<file path="src/rtl/phase_sequencer.sv">
// Four-phase instruction-cycle sequencer. Generates registered one-hot
// phase strobes (Q1 fetch, Q2 operand read, Q3 ALU, Q4 write-back) from a
// single clock domain. Handles branch flush, stall at the instruction
// boundary, and halt/wake.
// Optional feature: define INSTR_COUNT_EN to build the retired-instruction
// counter; otherwise instr_count is tied to zero.
module phase_sequencer #(
  parameter int unsigned RESET_CYCLES = 2,
  parameter int unsigned CNT_W        = 16
) (
  input  logic             clk,
  input  logic             reset,
  input  logic             stall,
  input  logic             branch_taken,
  input  logic             halt_req,
  input  logic             wake,
  output logic             instFetch,
  output logic             dataFetch,
  output logic             aluResults,
  output logic             saveFiles,
  output logic             wr_en,
  output logic             pc_en,
  output logic             flush,
  output logic             halted,
  output logic [CNT_W-1:0] instr_count
);

  typedef enum logic [2:0] {StStartup, StRun, StFlush, StGap, StHalt} state_e;

  localparam int unsigned StartEdges = 4 * RESET_CYCLES;
  localparam int unsigned StartW     = (StartEdges > 0) ? $clog2(StartEdges + 1) : 1;

  state_e              state_q;
  logic [1:0]          phase_q;
  logic [StartW-1:0]   start_cnt_q;
  logic                flush_pending_q;
  logic [3:0]          strobe_q;
  logic                flush_q;
  logic                wr_en_q;
  logic                pc_en_q;
  logic                halted_q;

  logic                in_cycle;
  logic                at_q4;
  logic                start_cycle;

  // Decide whether the coming edge launches a new instruction cycle at Q1.
  always_comb begin
    in_cycle    = (state_q == StRun) || (state_q == StFlush);
    at_q4       = in_cycle && (phase_q == 2'd3);
    start_cycle = (at_q4 && !halt_req && !stall) ||
                  ((state_q == StGap) && !stall) ||
                  ((state_q == StHalt) && wake) ||
                  ((state_q == StStartup) && (start_cnt_q == StartW'(StartEdges)));
  end

  // Sequencer state and registered strobes; strobes default low every edge.
  always_ff @(posedge clk or posedge reset) begin
    if (reset) begin
      state_q         <= StStartup;
      phase_q         <= 2'd0;
      start_cnt_q     <= '0;
      flush_pending_q <= 1'b0;
      strobe_q        <= 4'b0000;
      flush_q         <= 1'b0;
      wr_en_q         <= 1'b0;
      pc_en_q         <= 1'b0;
      halted_q        <= 1'b0;
    end else begin
      strobe_q <= 4'b0000;
      flush_q  <= 1'b0;
      wr_en_q  <= 1'b0;
      pc_en_q  <= 1'b0;
      halted_q <= 1'b0;
      if (start_cycle) begin
        // A pending flush turns the whole next cycle into a refetch.
        state_q         <= flush_pending_q ? StFlush : StRun;
        phase_q         <= 2'd0;
        strobe_q        <= 4'b0001;
        flush_q         <= flush_pending_q;
        flush_pending_q <= 1'b0;
      end else begin
        unique case (state_q)
          StStartup: start_cnt_q <= start_cnt_q + StartW'(1);
          StRun, StFlush: begin
            if (phase_q == 2'd3) begin
              // Q4 exit without continuing: halt wins over stall.
              if (halt_req) begin
                state_q  <= StHalt;
                halted_q <= 1'b1;
              end else begin
                state_q <= StGap;
              end
            end else begin
              phase_q  <= phase_q + 2'd1;
              strobe_q <= 4'b0001 << (phase_q + 2'd1);
              flush_q  <= (state_q == StFlush);
              if (phase_q == 2'd2) begin
                wr_en_q <= (state_q == StRun);
                pc_en_q <= 1'b1;
              end
              // Branches resolved inside a flush cycle are wrong-path.
              if ((phase_q == 2'd2) && branch_taken && (state_q == StRun)) begin
                flush_pending_q <= 1'b1;
              end
            end
          end
          StGap: begin
          end
          StHalt: halted_q <= 1'b1;
          default: state_q <= StStartup;
        endcase
      end
    end
  end

  assign instFetch  = strobe_q[0];
  assign dataFetch  = strobe_q[1];
  assign aluResults = strobe_q[2];
  assign saveFiles  = strobe_q[3];
  assign flush      = flush_q;
  assign wr_en      = wr_en_q;
  assign pc_en      = pc_en_q;
  assign halted     = halted_q;

`ifdef INSTR_COUNT_EN
  logic [CNT_W-1:0] count_q;

  // Retire on the edge that completes a non-flush Q4.
  always_ff @(posedge clk or posedge reset) begin
    if (reset) begin
      count_q <= '0;
    end else if ((state_q == StRun) && (phase_q == 2'd3)) begin
      count_q <= count_q + CNT_W'(1);
    end
  end

  assign instr_count = count_q;
`else
  assign instr_count = '0;
`endif

endmodule
</file>
<file path="config.mk">
export PLATFORM = sky130hd
export DESIGN_NAME = phase_sequencer
export DESIGN_NICKNAME = d
export VERILOG_FILES = /design/src/rtl/phase_sequencer.sv
export SDC_FILE = /design/constraint.sdc
export NUM_CORES = 1
export LEC_CHECK = 0
export ABC_AREA = 1
export ABC_CLOCK_PERIOD_IN_PS = 1430
export CAP_MARGIN = 5
export CORE_MARGIN = 4
export CORE_UTILIZATION = 49
export CTS_BUF_LIST = sky130_fd_sc_hd__clkbuf_8
export DETAILED_ROUTE_END_ITERATION = 6
export HOLD_SLACK_MARGIN = 0.12
export PLACE_DENSITY = 0.81
export SYNTH_ARGS = -nofsm -noshare
export SYNTH_HDL_FRONTEND = slang
export SYNTH_SLANG_ARGS = --single-unit
</file>
<file path="constraint.sdc">
create_clock -name clk -period 1.43 [get_ports clk]
set_input_delay 0.429 -clock clk [delete_from_list [all_inputs] [get_ports clk]]
set_output_delay 0.429 -clock clk [all_outputs]
set_load 0.005 [all_outputs]
</file>
Yosys cells after proc, flatten, opt, wreduce, memory -nomap -nowiden
Index checks and enable logic that the tools add are counted.

Output and inout bits: 24. Input port bits: 6. Logic and storage cells: 76. Bits in registers: 18.

Equality and inequality tests: 10. Reduce and logical (&&, ||, !) cells: 23. Multiplexer cells: 30. Bitwise gates (word level): 1. Add/subtract/negate cells: 2. Shift operators: 1.

Operators by type and width (count): two-way mux 1 bit (18); two-way mux 4 bit (3); two-way mux 3 bit (3); logical AND 1 bit (8); two-way mux 2 bit (4); == test 3 x 2 -> 1 bit, second input constant (2); one-hot mux 3 bit (2 select lines) (1); AND reduction 2 bit (3); adder 4 x 1 -> 4 bit, second input constant (1); == test 2 bit, second input constant (2); == test 4 bit, second input constant (1); logical OR 1 bit (4); nonzero test 2 bit (2); << shifter 1 x 2 -> 4 bit, first input constant (1); == test 3 x 1 -> 1 bit, second input constant (1); == test 3 bit, second input constant (1); logical NOT 3 bit (1); inequality test 3 bit, second input constant (1); AND reduction 3 bit (1); OR reduction 3 bit (1); adder 2 x 1 -> 2 bit, second input constant (1); logical NOT 1 bit (2); inequality test 2 x 1 -> 1 bit, second input constant (1); inequality test 2 bit, second input constant (1); other kinds (3) (3).

Logic depth before layout (Yosys ltp)
Gate-level depths: netlist of the first run.

Depth in word-level cells: 10. Mapped depth: 9. Depth with buffers taken out: 9.

Worst setup path after synthesis of the first run
Ideal clock, no wire load.

Kind: reg2reg. Start: register start_cnt_q[0]. End: register start_cnt_q[0]. Data required time: 1.312 ns. Cell stages (with the launch flop): 9. Clock period less this slack: 1.320 ns. Setup time: 0.118 ns. Path buffers: 0. Slack: 0.110 ns. Arrival: 1.202 ns. Cell sequence: dfrtp_1 inv_1 ha_1 nand3_1 nor2_4 nor2_8 nand4_1 nand2_1 nand2_1.

Cells in the longest elaborated chain, start to end: 5. Elaborated cells on any way between the ends: 6. Those cells by class: 1 x add/sub; 1 x eq/ne; 1 x bitwise; 3 x reduce/logical.

RTL lines: start, declared (line 35) `logic [StartW-1:0] start_cnt_q;`; start signal, assigned (line 84) `StStartup: start_cnt_q <= start_cnt_q + StartW'(1);`; == test 4 bit (line 54) `((state_q == StStartup) && (start_cnt_q == StartW'(StartEdges)));`; logical AND 1 bit (line 54); logical OR 1 bit (line 53) `((state_q == StHalt) && wake) ||`; inverter 1 bit (no line); AND reduction 2 bit (no line).

Several ways; a longest one is shown, not always the timed one. A chain may end at the register's enable or synchronous reset.

Worst setup path in the final report of the first run
Start: input port stall. End: register strobe_q[2].

Cells in the longest elaborated chain, start to end: 6. Elaborated cells on any way between the ends: 7. Those cells by class: 1 x mux; 6 x reduce/logical.

RTL lines: start, declared (line 13) `input logic stall,`; logical NOT 1 bit * (line 51, 52); logical AND 1 bit (on tied branches) (line 51, 52); logical OR 1 bit * (line 51) `start_cycle = (at_q4 && !halt_req && !stall) ||`; logical OR 1 bit * (line 52) `((state_q == StGap) && !stall) ||`; logical OR 1 bit * (line 53); two-way mux 4 bit * (line 75) `if (start_cycle) begin`; end signal, assigned (line 96) `strobe_q <= 4'b0001 << (phase_q + 2'd1);`; end, declared (line 37) `logic [3:0] strobe_q;`.

Mark *: on every way between the ends. The rest lies on a longest branch, timed or not.

==> results of run 1 <==
==> state kept, by name, indices dropped and copies added, names as in the netlist <==
name,cells
flush_pending_q,1
start_cnt_q,4
wr_en,1
halted,1
strobe_q,3
pc_en,1
phase_q,2
state_q,3
flush,1
==> metrics by stage <==
step | worst slack [ps] | TNS (ps) | cells | instance area, um^2
final | 8.08 | 0 | 181 | 1370
after global routing | -46.4 | -300 | 181 | 1370
after CTS | 1.17 | 0 | 178 | 1310
after detailed placement | -217 | -2380 | 174 | 1270
after global placement | -201 | -2020 | 174 | 1270
after floorplan | 110 | 0 | 141 | 1160
==> worst min-delay path: stages <==
cell             delay, ps
clkdlybuf4s50_1        400
inv_1                   50
buf_4                  240
==> placed cells by master (no fill, tap or decap), drive strengths merged <==
cell / Yosys / layout
nand2: 26 / 26
inv: 18 / 19
dfrtp: 17 / 17
conb: 1 / 16
buf: 17 / 13
nor2: 12 / 12
nand3: 9 / 9
dlygate4sd2: 0 / 8
nand4: 7 / 7
ha: 7 / 7
clkdlybuf4s50: 0 / 5
o211ai: 3 / 3
a21oi: 3 / 3
clkbuf: 0 / 3
o21ai: 2 / 2
nand3b: 1 / 1
xnor2: 1 / 1
xor2: 1 / 1
nor3: 1 / 1
==> Yosys cell counts <==
cell | count | area [um^2]
nor2_1 | 7 | 26.3
nand3_2 | 1 | 10.0
nand3b_1 | 1 | 7.51
o21ai_1 | 1 | 5.00
nand4_4 | 1 | 21.3
dfrtp_1 | 17 | 425
inv_2 | 1 | 3.75
nand4_1 | 6 | 37.5
nand2_1 | 21 | 78.8
ha_1 | 7 | 87.6
nor2_4 | 2 | 22.5
conb_1 | 1 | 3.75
xnor2_1 | 1 | 8.76
nand3_1 | 7 | 35.0
o21ai_0 | 1 | 5.00
nor3_1 | 1 | 5.00
xor2_1 | 1 | 8.76
nand3_4 | 1 | 17.5
buf_4 | 17 | 128
nand2_2 | 5 | 31.3
nor2_2 | 2 | 12.5
nor2_8 | 1 | 20.0
inv_1 | 17 | 63.8
a21oi_1 | 3 | 15.0
o211ai_1 | 3 | 22.5
==> timing repair <==
action,4_1_cts,5_1_grt
hold buffers,0,0
resized for setup,8,12
pin swaps,0,8
endpoints found under the setup margin,8,10
buffers inserted,0,3
==> kinds of logic (layout without fill, tap and decap cells) <==
| kind of cell | count (synthesis) | count (layout) | synth area share |
|---|---|---|---|
| buffers and inverters | 35 | 48 | 0.177 |
| XOR/XNOR | 2 | 2 | 0.0159 |
| AND/OR/NAND/NOR | 56 | 56 | 0.295 |
| other | 1 | 16 | 0.00340 |
| AO/OA/AOI/OAI | 8 | 8 | 0.0431 |
| flip-flops | 17 | 17 | 0.386 |
| adder cells (fa/ha/maj) | 7 | 7 | 0.0795 |
==> worst max-delay path by stage <==
stage	start	to	slack, ps
2_1_floorplan	start_cnt_q[0]$_DFFE_PP0P_	start_cnt_q[0]$_DFFE_PP0P_	110
5_1_grt	stall	state_q[1]$_DFFE_PP0P_	-50
6_report	stall	strobe_q[2]$_DFF_PP0_	8
3_3_place_gp	stall	state_q[0]$_DFFE_PP0P_	-200
3_5_place_dp	stall	state_q[0]$_DFFE_PP0P_	-220
4_1_cts	start_cnt_q[0]$_DFFE_PP0P_	state_q[0]$_DFFE_PP0P_	1
==> layout make-up <==
type                            count  area (um^2)
Inverter                           18         67.6
Fill cell                         158          672
Clock buffer                        3         41.3
Clock inverter                      1         3.75
Timing Repair Buffer               26          218
Multi-Input combinational cell     89          578
Sequential cell                    17          428
Tap cell                           27         33.8
==> per-layer routing <==
metal / routed length (um) / GRT usage
met2: 1100 / 0.228
met4: 51 / 0.0868
met5: 0 / 0
met3: 156 / 0.0326
met1: 1010 / 0.182
==> report_power, final <==
group          internal, uW  total [uW]  switching [uW]
clock                   191         352             162
combinational           660        1510             853
sequential              683         842             159
total                  1530        2710            1170
==> reports/results.ini, run 1 <==
[drt]
wl_per_cell_um = 12.8
drc = 0
drtAntennaViolNets = 0
dr_total_vias = 884
vias_per_cell = 4.88
first_pass_iters = 4
routed_wl_um = 2320
drt_iter0_drc = 14

[critical_path]
timing.rr.end = start_cnt_q[2]$_DFFE_PP0P_
crit_chain = clkdlybuf4s50_1 -> inv_1 -> nand4_1 -> nand3_4 -> buf_4 -> nor2_1
cp-end-kind = flip-flop
rr_worst_depth = 7
critPathLaunchType = primary input
worst-path-stages = 6
crit_buf_inv = 3
crit_arrival_ps = 1570
crit_required_ps = 1580
reg2reg_slack_ps = 50
cp_top_family = buffers and inverters
path_class = primary input to flip-flop
cp_max_fo = 8
cp_slowest_cell = clkdlybuf4s50_1
critical_path.max_stage_delay_ps = 440
timing.rr.start = state_q[0]$_DFFE_PP0P_

[global_routing]
grt_overflow_total = 0
grt_pass1_vias = 812
grt_usage = 0.146
grt_pass1_wl_um = 3560
grt_max_degree = 18
antenna_found_initial = 0

[clocking]
htree_levels = 1
cts.sinks = 17
cts_root_buf = clkbuf_8
cts_tree = built
clk_pin_slew_worst_paths_ps = 60
clock_latency_ps = 250
max-clock-path-buffers = 2
cts_buffers = 3

[floorplan]
dieArea_um2 = 3070
ios = 30
die_height_um = 55.4
start_util = 0.540
placementRows = 16
core-area_um2 = 2040
die_x_um = 55.4

[yosys]
syn_avg_cell_area_um2 = 8.75
synth_cells = 126
synthDistinctLibCells = 25
yosysWarningCount = 0
synth-seq-area-share = 0.386
ys_ff_latch = 17
synth_area_um2 = 1100

[sta]
period_share = 0.994
finalCriticalPeriod_ps = 1420
max_freq_ghz = 0.703
final-hold-violation-count = 0
setup_violations = 0
skew_ps = 1.98
holdWs_ps = 486
report.final.slew_viol_count = 0

[place]
gp_congestion = 0.798
io_buffer_count = 13
dpl.hpwl_um = 1630

[power]
leakage_uw = 0.000745
totalPowerFinal_uw = 2710
pwr_density_cell_nw_per_um2 = 1980
vdd_drop_max_mv = 1.15

[layout]
post-route-util = 0.671
fin_nets = 168
area_growth_pct = 24.3
diodes = 0
drive_above_1_share = 0.253

[run]
drv_cap = 0

[status]
status = complete, no violations

[min_path]
min_path_type = primary input to asynchronous set/reset pin

No activity file was read; power rests on OpenSTA's default activity.
==> run 2: changes to the inputs <==
--- a/config.mk
+++ b/config.mk
@@ -7,13 +7,15 @@
 export LEC_CHECK = 0
 export ABC_AREA = 1
 export ABC_CLOCK_PERIOD_IN_PS = 1430
-export CAP_MARGIN = 5
+export CAP_MARGIN = 10
+export CELL_PAD_IN_SITES_DETAIL_PLACEMENT = 0
+export CELL_PAD_IN_SITES_GLOBAL_PLACEMENT = 2
 export CORE_MARGIN = 4
-export CORE_UTILIZATION = 49
-export CTS_BUF_LIST = sky130_fd_sc_hd__clkbuf_8
+export CORE_UTILIZATION = 29
+export CTS_BUF_LIST = sky130_fd_sc_hd__clkbuf_4 sky130_fd_sc_hd__clkbuf_8
 export DETAILED_ROUTE_END_ITERATION = 6
 export HOLD_SLACK_MARGIN = 0.12
-export PLACE_DENSITY = 0.81
+export PLACE_DENSITY_LB_ADDON = 0.1
 export SYNTH_ARGS = -nofsm -noshare
 export SYNTH_HDL_FRONTEND = slang
 export SYNTH_SLANG_ARGS = --single-unit
==> run 2 against run 1 <==
Effect of this change:
- maximum frequency is 7.0% higher
- utilization is 28 points lower
- largest cell class unchanged
- wire length is 4.7% lower
- power is 1.2% higher
- first-iteration DRC count grew to 3.7 times the previous value
- clock power is 4% higher
==> reports/results.ini, run 2 (synthesized netlist as in run 1, its figures left out) <==
[sta]
holdWs_ps = 487
finalCriticalPeriod_ps = 1330
skew_ps = 4.80
setup_violations = 0
report.final.slew_viol_count = 0
finalWorstSetupSlack_ps = 101
rsz0062_at_grt = true
max_freq_ghz = 0.753
period_share = 0.929
final-hold-violation-count = 0

[critical_path]
cp-end-kind = flip-flop
path_class = flip-flop to flip-flop
timing.rr.start = state_q[2]$_DFFE_PP0P_
crit_required_ps = 1580
crit_start = state_q[2]$_DFFE_PP0P_
reg2reg_slack_ps = 100
cp_max_fo = 6
critPathLaunchType = flip-flop
crit_arrival_ps = 1480

[layout]
n_fill_cell = 386
top_regs = start_cnt_q x4, state_q x3, strobe_q x3
drive_above_1_share = 0.297
largest_reg_flops = 4
diodes = 0
final_common_cell = nand2_1
post-route-util = 0.391
stdcell_area_um2 = 1430
fin_nets = 172
area_growth_pct = 30.0
final_cell_mix = nand2_1 (20), buf_4 (17), conb_1 (16), dfrtp_1 (15), inv_1 (12)
top_register = start_cnt_q
final_cells = 206

[floorplan]
die_x_um = 69.7
ios = 30
die_height_um = 69.7
core-area_um2 = 3660
placementRows = 22
start_util = 0.301
dieArea_um2 = 4850

[clocking]
cts_buffers = 3
cts.sinks = 17
cts_setup_buffers = 0
cts_tree = built
cts_root_buf = clkbuf_8
clock_latency_ps = 250
clk_pin_slew_worst_paths_ps = 70
htree_levels = 1
max-clock-path-buffers = 2

[drt]
first_pass_iters = 5
drt_iter0_drc = 52
dr_total_vias = 845
drtAntennaViolNets = 0
drc = 0
routed_wl_um = 2210
wl_per_cell_um = 10.7
vias_per_cell = 4.10

[min_path]
min_path_type = primary input to asynchronous set/reset pin

[global_routing]
grt_pass1_vias = 872
antenna_found_initial = 0
grt_pass1_wl_um = 3830
grt_usage = 0.0996
grt_overflow_total = 0
grt_max_degree = 18

[place]
gp_congestion = 0.755
dpl_cell_area_um2 = 1350
io_buffer_count = 13
dpl.hpwl_um = 1740
pre_cts_ws_ps = -241
placed_cells_incl_taps = 202

[power]
leakage_uw = 0.000781
vdd_drop_max_mv = 0.703
pwr_density_cell_nw_per_um2 = 1910

[status]
status = complete, no violations

[run]
drv_cap = 0

run 2: changes by cell type in the layout (fill, tap and decap cells not counted), moves of 2 or more:
cell / before / now
buf_4: 13 / 17
inv_1: 16 / 12
clkdlybuf4s50_1: 5 / 3
inv_2: 3 / 6
dlymetal6s2s_1: 0 / 2
run 2: per-stage QoR:
step                      total power, uW  TNS (ps)
after floorplan                      1720         0
after global placement               2360     -2530
after detailed placement             2350     -2640
after CTS                            2700         0
after global routing                 3040    -0.888
final                                2740         0
run 2: metal layers:
layer | track usage | part of all wire
met2 | 0.174 | 0.53
met3 | 0.0246 | 0.031
met4 | 0.0383 | 0.0081
met5 | 0 | 0
met1 | 0.117 | 0.44
run 2: final cells by class:
class	instances	area, um^2	share of cell area
flip-flops and latches	17	428	0.299
inverters	18	67.6	0.0472
clock inverters	1	5.00	0.00349
clock buffers	3	41.3	0.0288
repair buffers	30	253	0.176
well taps	48	60.1	0.0419
multi-input cells	89	578	0.403
run 2: final timing paths:
check                                              end  cells after the start
min in group clk                       flush$_DFF_PP0_                      2
max in group asynchronous       state_q[0]$_DFFE_PP0P_                      3
worst max register to register  state_q[0]$_DFFE_PP0P_                      8
worst min register to register         flush$_DFF_PP0_                      2
worst min-delay path                  halted$_DFF_PP0_                      3
worst max-delay path            state_q[0]$_DFFE_PP0P_                      8
run 2: where the power goes:
group | internal (uW) | switching (uW) | leakage [uW] | total (uW)
clock | 193 | 173 | 0.0000255 | 366
combinational | 728 | 826 | 0.000536 | 1550
sequential | 682 | 137 | 0.000219 | 820
run 2: critical path, stage by stage (launching register included):
cell	delay, ps
dfrtp_1	400
inv_2	120
nand3_2	120
nand2_4	130
nand3_2	90
nand2_1	80
nand2_2	100
nand3b_1	120
nand2_1	60
run 2: what timing repair did:
item,in CTS,in global routing
resized for setup,9,16
setup endpoints to repair,9,9
pin swaps,0,9
hold buffers,0,0
endpoints found under the hold margin,0,0
